<file path="src/rtl/uart_word_monitor_pkg.sv">
// Shared FSM state type and frame constants for the UART word monitor.
// UART_WORD_MONITOR_PARITY_EN adds one even-parity bit after the data bits.
package test_package;

  typedef enum logic [1:0] {
    ST_IDLE  = 2'd0,
    ST_START = 2'd1,
    ST_DATA  = 2'd2,
    ST_STOP  = 2'd3
  } state_t;

  localparam int DEFAULT_WAIT = 8;
  localparam int DATA_BITS    = 8;
`ifdef UART_WORD_MONITOR_PARITY_EN
  localparam int PARITY_BITS  = 1;
`else
  localparam int PARITY_BITS  = 0;
`endif
  localparam int SAMPLE_BITS  = DATA_BITS + PARITY_BITS;
  localparam int FRAME_BITS   = SAMPLE_BITS + 2;

endpackage

</file>
<file path="src/rtl/uart_word_monitor_word_fifo.sv">
// Show-ahead word FIFO: head is valid combinationally, one-cycle push-to-visible.
// A push while full is accepted only if a pop happens in the same cycle.
module word_fifo #(
  parameter int WIDTH = 32,
  parameter int DEPTH = 4
) (
  input  logic             clk,
  input  logic             rst,
  input  logic             i_push,
  input  logic [WIDTH-1:0] i_dat,
  input  logic             i_pop,
  output logic             o_full,
  output logic             o_empty,
  output logic [WIDTH-1:0] o_head
);

  localparam int AW = (DEPTH > 1) ? $clog2(DEPTH) : 1;
  localparam int CW = $clog2(DEPTH + 1);

  logic [WIDTH-1:0] r_mem [DEPTH];
  logic [AW-1:0]    r_wr;
  logic [AW-1:0]    r_rd;
  logic [CW-1:0]    r_cnt;
  logic             w_do_push;
  logic             w_do_pop;

  assign o_full    = (r_cnt == CW'(DEPTH));
  assign o_empty   = (r_cnt == '0);
  assign w_do_pop  = i_pop & ~o_empty;
  assign w_do_push = i_push & (~o_full | w_do_pop);
  // Empty FIFO presents zero rather than stale storage.
  assign o_head    = o_empty ? '0 : r_mem[r_rd];

  always_ff @(posedge clk) begin
    if (w_do_push) begin
      r_mem[r_wr] <= i_dat;
    end
  end

  always_ff @(posedge clk or posedge rst) begin
    if (rst) begin
      r_wr  <= '0;
      r_rd  <= '0;
      r_cnt <= '0;
    end else begin
      if (w_do_push) begin
        r_wr <= r_wr + 1'b1;
      end
      if (w_do_pop) begin
        r_rd <= r_rd + 1'b1;
      end
      case ({w_do_push, w_do_pop})
        2'b10:   r_cnt <= r_cnt + 1'b1;
        2'b01:   r_cnt <= r_cnt - 1'b1;
        default: r_cnt <= r_cnt;
      endcase
    end
  end

endmodule

</file>
<file path="src/rtl/uart_word_monitor.sv">
// Receives 8N1 UART bytes (8E1 with UART_WORD_MONITOR_PARITY_EN), packs four into a
// little-endian word and queues it; word visible two cycles after the 4th stop sample.
module uart_word_monitor
  import test_package::*;
#(
  parameter int WAIT  = DEFAULT_WAIT,
  parameter int DEPTH = 4
) (
  input  logic        clk,
  input  logic        rst,
  input  logic        rxd,
  input  logic        clr,
  input  logic        word_ready,
  output logic        word_valid,
  output logic [31:0] word_data,
  output logic        frame_err,
  output logic        overflow,
  output logic [1:0]  byte_cnt
);

  localparam int TW = (WAIT > 2) ? $clog2(WAIT) : 1;
  localparam int BW = $clog2(SAMPLE_BITS + 1);
  localparam logic [TW-1:0] HALF_M1 = TW'(WAIT / 2 - 1);
  localparam logic [TW-1:0] FULL_M1 = TW'(WAIT - 1);
  localparam logic [BW-1:0] LAST_BIT = BW'(SAMPLE_BITS - 1);

  logic                   r_sync1;
  logic                   r_sync2;
  logic                   r_prev;
  logic                   r_live;
  logic                   r_armed;
  state_t                 r_state;
  logic [TW-1:0]          r_timer;
  logic [BW-1:0]          r_bit;
  logic [SAMPLE_BITS-1:0] r_shift;
  logic [31:0]            r_word;
  logic [1:0]             r_cnt;
  logic                   r_push;
  logic                   r_frame_err;
  logic                   r_overflow;

  logic                   w_rx;
  logic                   w_fall;
  logic                   w_half;
  logic                   w_full_tick;
  logic                   w_stop_smp;
  logic                   w_par_ok;
  logic                   w_accept;
  logic                   w_reject;
  logic [7:0]             w_byte;
  logic                   w_fifo_full;
  logic                   w_fifo_empty;
  logic                   w_pop;
  logic                   w_ovf_set;

  assign w_rx        = r_sync2;
  // A low line at reset release is not an edge: arm only once a real high is seen.
  assign w_fall      = r_armed & r_prev & ~w_rx;
  assign w_half      = (r_timer == HALF_M1);
  assign w_full_tick = (r_timer == FULL_M1);
  assign w_stop_smp  = (r_state == ST_STOP) & w_full_tick;
  assign w_byte      = r_shift[DATA_BITS-1:0];
`ifdef UART_WORD_MONITOR_PARITY_EN
  assign w_par_ok    = ~(^r_shift);
`else
  assign w_par_ok    = 1'b1;
`endif
  assign w_accept    = w_stop_smp & w_rx & w_par_ok;
  assign w_reject    = w_stop_smp & ~(w_rx & w_par_ok);

  always_ff @(posedge clk or posedge rst) begin
    if (rst) begin
      r_sync1 <= 1'b1;
      r_sync2 <= 1'b1;
      r_prev  <= 1'b1;
      r_live  <= 1'b0;
      r_armed <= 1'b0;
    end else begin
      r_sync1 <= rxd;
      r_sync2 <= r_sync1;
      r_prev  <= r_sync2;
      r_live  <= 1'b1;
      r_armed <= r_armed | (r_live & r_sync1);
    end
  end

  always_ff @(posedge clk or posedge rst) begin
    if (rst) begin
      r_state <= ST_IDLE;
      r_timer <= '0;
      r_bit   <= '0;
      r_shift <= '0;
    end else begin
      case (r_state)
        ST_IDLE: begin
          r_timer <= '0;
          if (w_fall) begin
            r_state <= ST_START;
          end
        end
        ST_START: begin
          if (w_half) begin
            r_timer <= '0;
            r_bit   <= '0;
            r_state <= w_rx ? ST_IDLE : ST_DATA;
          end else begin
            r_timer <= r_timer + 1'b1;
          end
        end
        ST_DATA: begin
          if (w_full_tick) begin
            r_timer <= '0;
            r_shift <= {w_rx, r_shift[SAMPLE_BITS-1:1]};
            r_bit   <= r_bit + 1'b1;
            if (r_bit == LAST_BIT) begin
              r_state <= ST_STOP;
            end
          end else begin
            r_timer <= r_timer + 1'b1;
          end
        end
        ST_STOP: begin
          if (w_full_tick) begin
            r_timer <= '0;
            r_state <= ST_IDLE;
          end else begin
            r_timer <= r_timer + 1'b1;
          end
        end
        default: r_state <= ST_IDLE;
      endcase
    end
  end

  // The completed word is pushed from r_word the cycle after the 4th byte lands.
  always_ff @(posedge clk or posedge rst) begin
    if (rst) begin
      r_word <= '0;
      r_cnt  <= '0;
      r_push <= 1'b0;
    end else begin
      r_push <= w_accept & (r_cnt == 2'd3);
      if (w_accept) begin
        r_word[8*r_cnt +: 8] <= w_byte;
        r_cnt                <= r_cnt + 1'b1;
      end
    end
  end

  assign w_pop     = word_valid & word_ready;
  assign w_ovf_set = r_push & w_fifo_full & ~w_pop;

  always_ff @(posedge clk or posedge rst) begin
    if (rst) begin
      r_frame_err <= 1'b0;
      r_overflow  <= 1'b0;
    end else begin
      r_frame_err <= w_reject | (r_frame_err & ~clr);
      r_overflow  <= w_ovf_set | (r_overflow & ~clr);
    end
  end

  word_fifo #(
    .WIDTH (32),
    .DEPTH (DEPTH)
  ) u_fifo (
    .clk     (clk),
    .rst     (rst),
    .i_push  (r_push),
    .i_dat   (r_word),
    .i_pop   (word_ready),
    .o_full  (w_fifo_full),
    .o_empty (w_fifo_empty),
    .o_head  (word_data)
  );

  assign word_valid = ~w_fifo_empty;
  assign frame_err  = r_frame_err;
  assign overflow   = r_overflow;
  assign byte_cnt   = r_cnt;

endmodule

</file>
<file path="config.mk">
export PLATFORM = sky130hd
export DESIGN_NAME = uart_word_monitor
export DESIGN_NICKNAME = d
export VERILOG_FILES = /design/src/rtl/uart_word_monitor_pkg.sv /design/src/rtl/uart_word_monitor_word_fifo.sv /design/src/rtl/uart_word_monitor.sv
export SDC_FILE = /design/constraint.sdc
export NUM_CORES = 1
export LEC_CHECK = 0
export BUFFER_PORTS_ARGS = -buffer_cell sky130_fd_sc_hd__buf_2
export CAP_MARGIN = 30
export CORE_MARGIN = 1.5
export CORE_UTILIZATION = 60
export CTS_CLUSTER_SIZE = 8
export DETAILED_ROUTE_END_ITERATION = 12
export PLACE_DENSITY_LB_ADDON = 0.12
export SYNTH_ARGS = -nofsm -noshare
export SYNTH_HDL_FRONTEND = slang
export SYNTH_SLANG_ARGS = --single-unit
</file>
<file path="constraint.sdc">
create_clock -name clk -period 2.32 [get_ports clk]
set_input_delay 0.232 -clock clk [delete_from_list [all_inputs] [get_ports clk]]
set_output_delay 0.232 -clock clk [all_outputs]
set_load 0.01 [all_outputs]
</file>
**Word-level counts from Yosys, hierarchy flattened**

Memory sizes are Yosys's and may differ from the RTL's.
Cells that the tools add are included.

- $add $sub $neg: 8
- Equal/unequal tests: 15
- Shift-type cells: 2
- Multiplexer cells: 18
- Bitwise gates (word level): 22
- Reduce and logical (&&, ||, !) cells: 8

Operators with widths:

| cell | count |
|---|---|
| 5-bit negator with 34-bit output | 1 |
| 8-bit by 34-bit variable shift with 32-bit output, first input constant | 1 |
| 8-bit by 34-bit variable part select with 32-bit output | 1 |
| 32-bit bitwise mux | 1 |
| 32-bit 2-to-1 mux | 1 |
| 1-bit bitwise AND | 13 |
| 2-bit 2-to-1 mux | 6 |
| 2-bit != test, second input constant | 5 |
| 3-bit case mux with 3 select lines | 1 |
| 2-bit equality test, second input constant | 4 |
| 4-bit 2-to-1 mux | 2 |
| 2-bit case mux with 4 select lines | 1 |
| 4-bit case mux with 2 select lines | 1 |
| 2-bit by 1-bit adder with 2-bit output, second input constant | 3 |
| 3-bit by 1-bit adder with 3-bit output, second input constant | 2 |
| 3-bit equality test, second input constant | 2 |
| 3-bit 2-to-1 mux | 2 |
| 3-bit case mux with 2 select lines | 1 |
| 1-bit inverter | 5 |
| 5-bit AND reduction | 1 |
| 4-bit by 1-bit adder with 4-bit output, second input constant | 1 |
| 2-bit by 1-bit equality test with 1-bit output, second input constant | 2 |
| 4-bit by 3-bit equality test with 1-bit output, second input constant | 1 |
| 1-bit bitwise OR | 4 |
| other kinds (9) | 11 |

- Register bits after elaboration: 66
- Bits in writable memories: 128
- Input bits: 5
- Word-level logic and storage cells: 91
- Memories kept: 1

Memories:

| name | words | bits a word | read ports | clocked after Yosys merged registers in | wr ports | line | source |
|---|---|---|---|---|---|---|---|
| u_fifo.r_mem | 4 | 32 | 1 | 0 | 1 | uart_word_monitor_word_fifo.sv:20 | `logic [WIDTH-1:0] r_mem [DEPTH];` |

**Logic depth before layout (Yosys ltp)**

- Depth after elaboration: 7
- Gate-level depth with buffers: 9
- Mapped depth without buffers: 9

**Modules after synthesis**

From an unflattened synthesis, not the netlist that was laid out.

- Cell total of the unflattened synthesis: 496
- Area, all modules: 8,087.8 um2

By module, submodules not included:

| module | times used | cells an instance | area each (um2) | sequential area each (um2) |
|---|---|---|---|---|
| word_fifo | 1 | 243 | 5,280.1 | 4,018.9 |
| uart_word_monitor | 1 | 253 | 2,807.7 | 1,480.2 |

**Worst setup path before layout**

No wires, ideal clock.

- Path kind: reg2reg
- Start point: reg u_fifo.r_cnt[2]
- End point: mem u_fifo.r_mem[0][0] (enable)
- Data arrival time: 1,585 ps
- Data required time: 1,928 ps
- Setup slack: 343 ps
- Stages on the path, launching flop included: 4
- Buffers on the path: 0
- Clock period less this slack: 1,977 ps
- Cells stage by stage: dfrtp_1 -> nor4b_2 -> nor2b_2 -> and2_1

- Cells in the longest elaborated chain, start to end: 7
- Elaborated cells on any way between the ends: 9

RTL lines:

| what | line | source |
|---|---|---|
| start, declared | uart_word_monitor_word_fifo.sv:23 | `logic [CW-1:0] r_cnt;` |
| start signal, assigned | uart_word_monitor_word_fifo.sv:53 | `2'b10: r_cnt <= r_cnt + 1'b1;` |
| start signal, assigned | uart_word_monitor_word_fifo.sv:54 | `2'b01: r_cnt <= r_cnt - 1'b1;` |
| start signal, assigned | uart_word_monitor_word_fifo.sv:55 | `default: r_cnt <= r_cnt;` |
| 3-bit logical NOT | uart_word_monitor_word_fifo.sv:28 | `assign o_empty = (r_cnt == '0);` |
| 1-bit inverter | uart_word_monitor_word_fifo.sv:29 | `assign w_do_pop = i_pop & ~o_empty;` |
| 1-bit bitwise AND | uart_word_monitor_word_fifo.sv:29 |  |
| 1-bit bitwise OR (*) | uart_word_monitor_word_fifo.sv:30 | `assign w_do_push = i_push & (~o_full \| w_do_pop);` |
| 1-bit bitwise AND (*) | uart_word_monitor_word_fifo.sv:30 |  |
| 1-bit 2-to-1 mux (*) | uart_word_monitor_word_fifo.sv:35 | `if (w_do_push) begin` |
| 1-bit 2-to-1 mux (not written as such) (*) | uart_word_monitor_word_fifo.sv:36 | `r_mem[r_wr] <= i_dat;` |
| end, declared | uart_word_monitor_word_fifo.sv:20 |  |

Mark *: on every way between the ends. The rest lies on a longest branch, timed or not.

**Worst setup path in the final report**

- Start point: reg u_fifo.r_rd[0]
- End point: out word_data[6]

- Cells in the longest elaborated chain, start to end: 2

RTL lines:

| what | line | source |
|---|---|---|
| start, declared | uart_word_monitor_word_fifo.sv:22 | `logic [AW-1:0] r_rd;` |
| start signal, assigned | uart_word_monitor_word_fifo.sv:50 | `r_rd <= r_rd + 1'b1;` |
| memory 4 x 32 bit | -- |  |
| 32-bit 2-to-1 mux | uart_word_monitor_word_fifo.sv:32 | `assign o_head = o_empty ? '0 : r_mem[r_rd];` |
| end, declared | uart_word_monitor.sv:15 | `output logic [31:0] word_data,` |

No other way between the ends.

==> impl_results.md <==
- CTS tree: built
- Worst path max stage delay: 0.55 ns
- Share of layout cells above drive strength 1: 0.229
- CTS Sinks: 194
- Post-layout minimum cycle time: 2.20 ns
- Mux contribution to synthesized area: 0.108
- Sum Neg Setup Slack: 0 ns
- Pre-antenna DRT Iters: 5
- Largest net degree at the start of global routing: 45
- H-tree Lvls: 4
- Dominant cell type by area after synthesis: edfxtp_1
- Total power: 8.93 mW
- Synth unique cells: 47
- Async S/R FF share, synth: 0.340
- Synth Net Count: 510
- # fillers: 843
- Post-Place Cells: 684
- Worst setup path start: u_fifo.r_rd[0]$_DFFE_PP0P_
- Final setup fails: 0
- First-pass GRT wire length: 22,800 um
- Startpoint Class: flip-flop
- Max-slew violation count: 0
- Area growth syn-to-layout: 12.3%
- Max Buffers Root-to-Sink: 2
- Initial antenna violation count: 0
- Core Rows: 41
- Number of diodes: 0
- Stages on worst setup path: 4
- Sequential area share after synthesis: 0.694
- Pwr/cell area: 1000 nW/um2
- Cells along the critical path: buf_6 > mux4_2 > and2_1 > buf_2
- GP Congestion: 0.775
- Die Width: 118 um
- Clock skew: 0.00421 ns
- Largest family of logic cells by synthesized area: multiplexers
- Die area: 13,900 um2
- R2r setup slk: 0.16 ns
- Via-to-Cell Ratio: 5.75
- Crit path max-delay cell type: mux4_2
- Crit. End Element: output port
- Worst-path maximum fanout: 16
- Worst r2r path cells: 9
- Crit share post-route: 0.947
- Drt wl/cell: 19.2 um
- Mapped cell area: 7930 um2
- Routed WL: 13,800 um
- DRT iter0 DRCs: 275
- Hpwl dp: 8350 um
- Critical path arrival: 1.97 ns
- Setup bufs post-CTS: 0
- RSZ-0062 raised after global routing: false
- Maximum VDD drop: 0.000515 V
- GR Overflow Total: 0
- Critical Path End: word_data[6]
- Max_slew headroom: 0.627
- Worst EP required: 2.09 ns
- Via count: 4,125
- PortBufs: 41
- Leakage: 3.29 nW
- Initial core utilization: 0.621
- # IOs: 42
- CP Class: reg2out
- Peak Freq: 455 MHz
- Synth top area cells: edfxtp_1 48%, dfrtp_1 20%, mux4_2 8.0%
- Number of buffers created by CTS: 17
- Post-synth EDFFs: 128
- Layout Cells excl Fill: 717
- Synth Instances: 489
- Status: completed
- Max-cap violations: 0
- Post-Synth Simple-Gate Area: 0.0845
- Final nets: 554
- Area share of the largest cell type after synthesis: 0.485
- Gr usage total: 0.217
- CTS Root Cell: clkbuf_16
- Worst R2R End: u_fifo.r_cnt[2]$_DFFE_PP0P_
- Syn. warnings: 0
- Die outline height: 118 um
- Adder-Cell Fraction of Synth Area: 0.0262
- CP Buf/Inv Count: 2
- Vias in the first global route: 4,389
- R2r startpoint: u_fifo.r_cnt[0]$_DFFE_PP0P_
- Remaining DRCs: 0
- Clock transition at path regs: 0.06 ns
- Synth Register Bits: 194
- Worst-Skew Late Latency: 0.42 ns
- Hold Vio Cnt, Final: 0
- Commonest register cell after synthesis: edfxtp_1
- DRT antenna net count: 0
- Average size of a mapped cell: 16.2 um2
- HP Class: in2reg
- Synth Area in Compound Gates: 0.0338
- Synth Area in XOR/XNOR: 0.00773
- Delay-heaviest family, CP: multiplexers
- Core ar.: 12,800 um2
- Slew @ Worst Pin: 0.559 ns
-- flip-flops by register name (all words and copies together), names as in the netlist, 2 cells and up, named ones only --
| signal | flops |
|---|---|
| byte_cnt | 2 |
| r_bit | 4 |
| r_shift | 8 |
| r_timer | 3 |
| r_word | 32 |
| u_fifo.r_cnt | 3 |
| u_fifo.r_mem | 128 |
| u_fifo.r_rd | 2 |
| u_fifo.r_wr | 2 |
-- report_power, final --
group	switching (mW)	internal, mW
Combinational	1.11	1.18
Sequential	0.149	3.77
Clock	1.18	1.56
Total	2.43	6.50
-- how the worst min path moves through the flow --
| stage | endpoint | slack (ns) | depth (start not counted) | startpoint |
|---|---|---|---|---|
| after global routing | frame_err$_DFF_PP0_ | 0.02 | 2 | clr |
| final | frame_err$_DFF_PP0_ | 0.03 | 2 | clr |
| after floorplan | r_sync1$_DFF_PP1_ | 0.24 | 0 | rxd |
| after detailed placement | u_fifo.r_wr[0]$_DFFE_PP0P_ | 0.32 | 2 | rst |
| after global placement | u_fifo.r_wr[0]$_DFFE_PP0P_ | 0.30 | 2 | rst |
| after CTS | frame_err$_DFF_PP0_ | 0.02 | 2 | clr |
-- worst register-to-register path, cell delays in order (launching register included) --
cell     delay [ns]
dfrtp_1        0.41
nor4b_2        0.40
nor2b_2        0.15
inv_1          0.08
ha_1           0.17
inv_1          0.06
fa_1           0.37
xor2_1         0.16
nor2_1         0.12
xor2_1         0.16
-- cells in the mapped netlist (3+ instances only) --
cell type  instances
nand2_1            8
nor2_1             5
dfrtp_1           63
nand4_1           32
and2_1            42
inv_1             46
buf_12             3
xnor2_1            4
dfstp_2            3
xor2_1             3
buf_4              3
buf_2              9
nor3b_2            3
mux2_2             9
ha_1              15
mux4_1             4
mux4_2            28
o21ai_0           35
a21oi_1            3
edfxtp_1         128
clkbuf_1          12
-- layout by cell type (no fill, tap or decap), types with 2 or more instances in the layout --
cell             n
nand3b_1         2
mux4_2          28
dlygate4sd3_1    2
clkbuf_16       17
a21oi_1          3
o21ai_0         35
dfstp_2          3
inv_1           45
buf_2           41
clkinv_1         4
mux4_1           4
nand2b_1         2
nand2_1          8
mux2i_1          2
ha_1            15
buf_4            3
clkinv_2         3
xor2_1           3
edfxtp_1       128
nand3_1          2
nor3b_2          3
nor2_1           5
clkinvlp_4       4
and2_1          42
nand4_1         32
bufinv_16        2
mux2_2           9
nand4b_1         2
xnor2_1          4
dfrtp_1         62
buf_12           7
-- kinds of logic after synthesis --
group | after synthesis
flip-flops | 194
AND/OR/NAND/NOR | 105
adder cells (fa/ha/maj) | 16
multiplexers | 43
buffers and inverters | 75
other | 1
AO/OA/AOI/OAI | 48
XOR/XNOR | 7
-- metrics by stage --
stage	util	hold WS [ns]	setup slack (ns)	area, um2
after floorplan	-	0.236	0.343	7930
after global routing	0.697	0.0199	0.0290	8900
after CTS	0.697	0.0182	0.00358	8900
final	0.697	0.0251	0.123	8900
after detailed placement	0.652	0.321	0.158	8330
after global placement	0.652	0.297	0.316	8330
-- repair_timing --
action	4_1_cts	5_1_grt
setup endpoints to repair	0	5
endpoints found under the hold margin	23	0
hold buffers	2	0
gates resized for setup	0	1
-- per-layer routing --
metal,track usage,routed length [um],up-vias,share of wire
li1,-,-,1901,-
met1,0.277,5550,2121,0.40
met2,0.371,7450,94,0.54
met3,0.0446,615,9,0.045
met4,0.0793,176,0,0.013
met5,0,0,-,0
-- final cells by class --
type,count,area (um2),share of cell area
clock inverter,13,120,0.0135
sequential,194,5500,0.618
clock buffer,18,429,0.0482
multi-input combinational,220,2070,0.232
timing repair buffer,54,399,0.0448
tap,172,215,0.0242
inverter,46,173,0.0194
(Power assumes the default switching activity.)
